$ cat src/rtl/regfile_wb_arbiter.sv
// Register-file write-back arbiter: round-robin between two requesters (A, B)
// plus a clear sequence that sweeps zeros across every register index.
module regfile_wb_arbiter #(
  parameter int DATA_W = 8,
  parameter int IDX_W  = 2
) (
  input  logic              CLK,
  input  logic              RST,
  input  logic              a_valid,
  input  logic [IDX_W-1:0]  a_idx,
  input  logic [DATA_W-1:0] a_data,
  output logic              a_ready,
  input  logic              b_valid,
  input  logic [IDX_W-1:0]  b_idx,
  input  logic [DATA_W-1:0] b_data,
  output logic              b_ready,
  input  logic              clr_start,
  output logic              clr_busy,
  output logic              wr_en,
  output logic [IDX_W-1:0]  wr_idx,
  output logic [DATA_W-1:0] wr_data
);

  localparam logic [0:0] IDLE  = 1'b0;
  localparam logic [0:0] CLEAR = 1'b1;

  localparam logic [0:0] PRIO_A = 1'b0;
  localparam logic [0:0] PRIO_B = 1'b1;

  localparam logic [IDX_W-1:0] IDX_LAST = {IDX_W{1'b1}};

  logic [0:0]        state_r;
  logic [0:0]        prio_r;
  logic              wr_en_r;
  logic [IDX_W-1:0]  wr_idx_r;
  logic [DATA_W-1:0] wr_data_r;
  logic              a_ready_s;
  logic              b_ready_s;

  // Grant logic: a pending or running clear blocks both requesters.
  always_comb begin
    a_ready_s = 1'b0;
    b_ready_s = 1'b0;
    if ((state_r == IDLE) && !clr_start) begin
      a_ready_s = a_valid && (!b_valid || (prio_r == PRIO_A));
      b_ready_s = b_valid && (!a_valid || (prio_r == PRIO_B));
    end else begin
      a_ready_s = 1'b0;
      b_ready_s = 1'b0;
    end
  end

  // State, priority and the registered write port.
  always_ff @(posedge CLK or negedge RST) begin
    if (!RST) begin
      state_r   <= IDLE;
      prio_r    <= PRIO_A;
      wr_en_r   <= 1'b0;
      wr_idx_r  <= {IDX_W{1'b0}};
      wr_data_r <= {DATA_W{1'b0}};
    end else begin
      case (state_r)
        IDLE: begin
          if (clr_start) begin
            state_r   <= CLEAR;
            wr_en_r   <= 1'b1;
            wr_idx_r  <= {IDX_W{1'b0}};
            wr_data_r <= {DATA_W{1'b0}};
          end else if (a_ready_s) begin
            wr_en_r   <= 1'b1;
            wr_idx_r  <= a_idx;
            wr_data_r <= a_data;
            prio_r    <= PRIO_B;
          end else if (b_ready_s) begin
            wr_en_r   <= 1'b1;
            wr_idx_r  <= b_idx;
            wr_data_r <= b_data;
            prio_r    <= PRIO_A;
          end else begin
            wr_en_r   <= 1'b0;
          end
        end
        CLEAR: begin
          // Index already sits on the last register: the sweep is done.
          if (wr_idx_r == IDX_LAST) begin
            state_r   <= IDLE;
            wr_en_r   <= 1'b0;
          end else begin
            wr_en_r   <= 1'b1;
            wr_idx_r  <= wr_idx_r + {{(IDX_W-1){1'b0}}, 1'b1};
            wr_data_r <= {DATA_W{1'b0}};
          end
        end
        default: begin
          state_r <= IDLE;
          wr_en_r <= 1'b0;
        end
      endcase
    end
  end

  assign a_ready  = a_ready_s;
  assign b_ready  = b_ready_s;
  assign clr_busy = (state_r == CLEAR);
  assign wr_en    = wr_en_r;
  assign wr_idx   = wr_idx_r;
  assign wr_data  = wr_data_r;

endmodule

$ cat config.mk
export PLATFORM = sky130hd
export DESIGN_NAME = regfile_wb_arbiter
export DESIGN_NICKNAME = d
export VERILOG_FILES = /design/src/rtl/regfile_wb_arbiter.sv
export SDC_FILE = /design/constraint.sdc
export NUM_CORES = 1
export LEC_CHECK = 0
export CORE_MARGIN = 4
export CORE_UTILIZATION = 40
export DETAILED_ROUTE_END_ITERATION = 10
export PLACE_DENSITY_LB_ADDON = 0.1
export SYNTH_ARGS = -nofsm -noshare
export SYNTH_HDL_FRONTEND = slang
export SYNTH_SLANG_ARGS = --single-unit
export TNS_END_PERCENT = 50
$ cat constraint.sdc
create_clock -name CLK -period 2.2 [get_ports CLK]
set_input_delay 0.44 -clock CLK [delete_from_list [all_inputs] [get_ports CLK]]
set_output_delay 0.44 -clock CLK [all_outputs]
set_load 0.02 [all_outputs]
; ---- Yosys cells after proc, flatten, opt, wreduce, memory -nomap -nowiden
; Index checks and enable logic that the tools add are counted.
[totals]
in_bits = 25
wordCells = 44
out_inout_bits = 14
reg_bits = 13
[op_classes]
bitwise_logic = 3
add_sub_neg = 1
muxes = 21
n_reduce_logical = 11
n_eq_ne = 3
[op_table]
columns = cell, count
row1 = $mux W8, 4
row2 = $pmux W8 S2, 1
row3 = $mux W1, 9
row4 = $mux W2, 4
row5 = $ne A4 B4 Y1 const B, 1
row6 = $pmux W1 S2, 2
row7 = $pmux W2 S2, 1
row8 = $logic_and A1 B1 Y1, 3
row9 = $logic_not A1 Y1, 3
row10 = $not A1 Y1, 3
row11 = $reduce_and A3 Y1, 1
row12 = $add A2 B1 Y2 const B, 1
row13 = $eq A2 B2 Y1 const B, 1
row14 = $logic_or A1 B1 Y1, 2
row15 = $ne A2 B2 Y1 const B, 1
row16 = $reduce_and A2 Y1, 1
row17 = $reduce_bool A2 Y1, 1

; ---- Logic depth before layout (Yosys ltp)
[logic_depth]
ltp_word = 8
ltp_mapped = 4

; ---- Worst setup path after synthesis
; No wires, ideal clock.
[synth_path]
path_type = register to output
startpoint = register state_r, in the netlist clr_busy
endpoint = output port b_ready
path_slack_ps = 600
t_required_ps = 1760
stages_incl_launch_ff = 4
arrival_time_ps = 1160
cell_sequence = dfrtp_1 -> nor2_2 -> nand2_1 -> nor2_1
[synth_between]
elab_chain_len = 3
[synth_lines]
columns = element, line
row1 = from (decl), 32  ; logic [0:0] state_r;
row2 = from (signal assigned), 56  ; state_r <= IDLE;
row3 = from (signal assigned), 65  ; state_r <= CLEAR;
row4 = from (signal assigned), 86  ; state_r <= IDLE;
row5 = $not A1 Y1 (no source line), n/a
row6 = $logic_and A1 B1 Y1, 44  ; if ((state_r == IDLE) && !clr_start) begin
row7 = $mux W1, 44
row8 = to (decl), 16  ; output logic b_ready,
; Every way passes these cells.

; ---- Final worst setup path
[layout_path]
startpoint = input port a_valid
endpoint = output port a_ready
[layout_between]
elab_chain_len = 2
[layout_lines]
columns = element, line
row1 = from (decl), 9  ; input logic a_valid,
row2 = $logic_and A1 B1 Y1, 45  ; a_ready_s = a_valid && (!b_valid || (prio_r == PRIO_A));
row3 = $mux W1, 44
row4 = to (decl), 12  ; output logic a_ready,
; Every way passes these cells.

==> impl_metrics.tcl <==
set metrics [dict create \
    gp_congestion 0.6951 \
    syn_inst 56 \
    grt-ovfl-total 0 \
    skew_ps 2.050 \
    num_antenna_cells 0 \
    synth.avg_cell_area_um2 12.91 \
    synth_largest_area_cell "dfrtp_1" \
    status "finished clean" \
    worst_pin_slew_ps 613.0 \
    clk_pin_slew_ps 80 \
    fin_setup_tns_ps 0 \
    dr.pass1.iters 3 \
    drt_iter0_drc 2 \
    h-tree-depth 1 \
    cts_tree "yes" \
    p_leak_nw 0.5015 \
    port_buffers 38 \
    ctsResizeCount 2 \
    end_kind "output port" \
    fp.dieArea_um2 2552 \
    antenna_left 0 \
    max_freq_ghz 0.4929 \
    synthToLayoutAreaGrowth_pct 62.98 \
    yosysMostFrequentCell "dfrtp_1" \
    antenna_found_initial 0 \
    rsz0062_at_grt "no" \
    vias 626 \
    path_class "in2out" \
    yosys_warnings 0 \
    grt_use_total_pct 15.36 \
    numCtsBuffers 3 \
    vdd_drop_max_uv 599.3 \
    initial_core_util_pct 41.88 \
    layout_setup_ws_ps 171.1 \
    drcViolationCount 0 \
    grt_pass1_wl_um 2953 \
    synth.area.top_cells "dfrtp_1, o2bb2ai_2, mux2i_1" \
    power_density_nw_per_um2 951.9 \
    yosysSeqAreaShare_pct 44.98 \
    cts_hold_buffers 0 \
    coreArea_um2 1727 \
    synth_ff_type "dfrtp_1" \
    relSlewSlack_pct 59.01 \
    finalMaxSlewViolations 0 \
    grt_pass1_vias 609 \
    cts_sinks 13 \
    fp.dieH_um 50.52 \
    root_buffer "clkbuf_4" \
    seq_area_um2 325.3 \
    vias_per_cell 4.929 \
    grt_max_degree 14 \
    final-hold-violation-count 0 \
    yosysTopAreaCellShare_pct 44.98 \
    multi_input_area_um2 352.8 \
    synth_area_um2 723.2 \
    drt-total-wl_um 1755 \
    ys_top_cells_by_count "dfrtp_1, mux2i_1, o2bb2ai_2" \
    ctsLongestPathBuffers 2 \
    worst-endpoint-required_ps 1760 \
    row_count 15 \
    fillers 155 \
    drive_above_1_share_pct 22.55 \
    io_pins 39 \
    final.min_clock_period_ps 2029 \
    postSynth.asyncResetShare_pct 100.0 \
    fp.dieW_um 50.52 \
    worstPathArrival_ps 1590 \
    dp_worst_setup_slack_ps -94.61 \
    hold_class "reg2reg" \
    setup_violations 0 \
    yosys_register_bits 13 \
    hpwl_um 1377 \
    post-cts-setup-buffers 0 \
    synth_edf_count 0 \
    nets 129 \
    period_share_pct 92.22 \
    critPathLaunchType "primary input" \
    syn-num-nets 82 \
    insertion_delay_ps 280 \
    max_cap_violations 0 \
    drt-wirelength-per-cell_um 13.82 \
    ys_types 22 \
    path_max_fanout 3 \
]
[per-stage QoR]
stage               hold slack (ps)  cells  instance area, um^2  util, %  total power [mW]
global placement              480.1    123                 1154    66.81            0.9708
global route                  524.9    127                 1179    68.26             1.203
CTS                           505.5    127                 1179    68.26             1.136
detailed placement            485.5    123                 1154    66.81            0.9877
floorplan                     144.4     56                723.2        -            0.7423
finish                        499.0    127                 1179    68.26             1.122
[final timing paths]
kind                       slack, ps         end  cells after the start       start
hold / removal                   500  wr_data[4]                      1  wr_data[4]
max in group asynchronous       1270  wr_data[0]                      1         RST
hold reg to reg                  500  wr_data[4]                      1  wr_data[4]
setup reg to reg                 870   wr_idx[1]                      3   wr_idx[0]
setup / recovery                 170     a_ready                      4     a_valid
min in group asynchronous        540   wr_idx[0]                      1         RST
[report_power, final]
group / internal [mW] / switching [mW] / total [mW]
clock: 0.0675 / 0.0828 / 0.150
combinational: 0.301 / 0.292 / 0.593
sequential: 0.314 / 0.0650 / 0.379
total: 0.682 / 0.439 / 1.12
[registers in the layout, summed over array words and instances (netlist names)]
signal and flops:
wr_data 8, clr_busy 1, wr_idx 2, wr_en 1, prio_r 1
[cell families after synthesis]
logic type	count (synthesis)	synth area share, %
and+or+nand+nor	12	10.21
AOI/OAI and AO/OA	15	24.22
DFF	13	44.98
buffers and inverters	6	6.228
muxes	9	12.63
adders and majority gates	1	1.730
[placed cells by master (no fill, tap or decap), drive strengths merged, types with 3 or more instances in the layout]
| cell | instances |
|---|---|
| clkdlybuf4s50 | 36 |
| dfrtp | 13 |
| mux2i | 8 |
| o2bb2ai | 8 |
| buf | 7 |
| inv | 3 |
| clkbuf | 3 |
[worst max-delay path, cell delays in order]
cell,delay (ps)
clkdlybuf4s50_1,510
a21boi_2,190
and2_1,130
dlygate4sd2_1,320
[area by class of cell]
class	instances	area share, %
Inverter	3	0.9554
Sequential cell	13	27.60
Clock inverter	1	0.4246
Tap cell	25	2.654
Clock buffer	3	1.911
Multi-Input combinational cell	37	29.94
Timing Repair Buffer	45	36.52
[per-layer routing]
metal / vias up / wire length, um / GRT usage [%]
met5: - / 0 / 0
met4: 0 / 24 / 5.381
met3: 5 / 151 / 5.341
met2: 22 / 862 / 24.13
met1: 293 / 716 / 19.51
li1: 306 / - / -
Power figures use the tool's default switching activity.
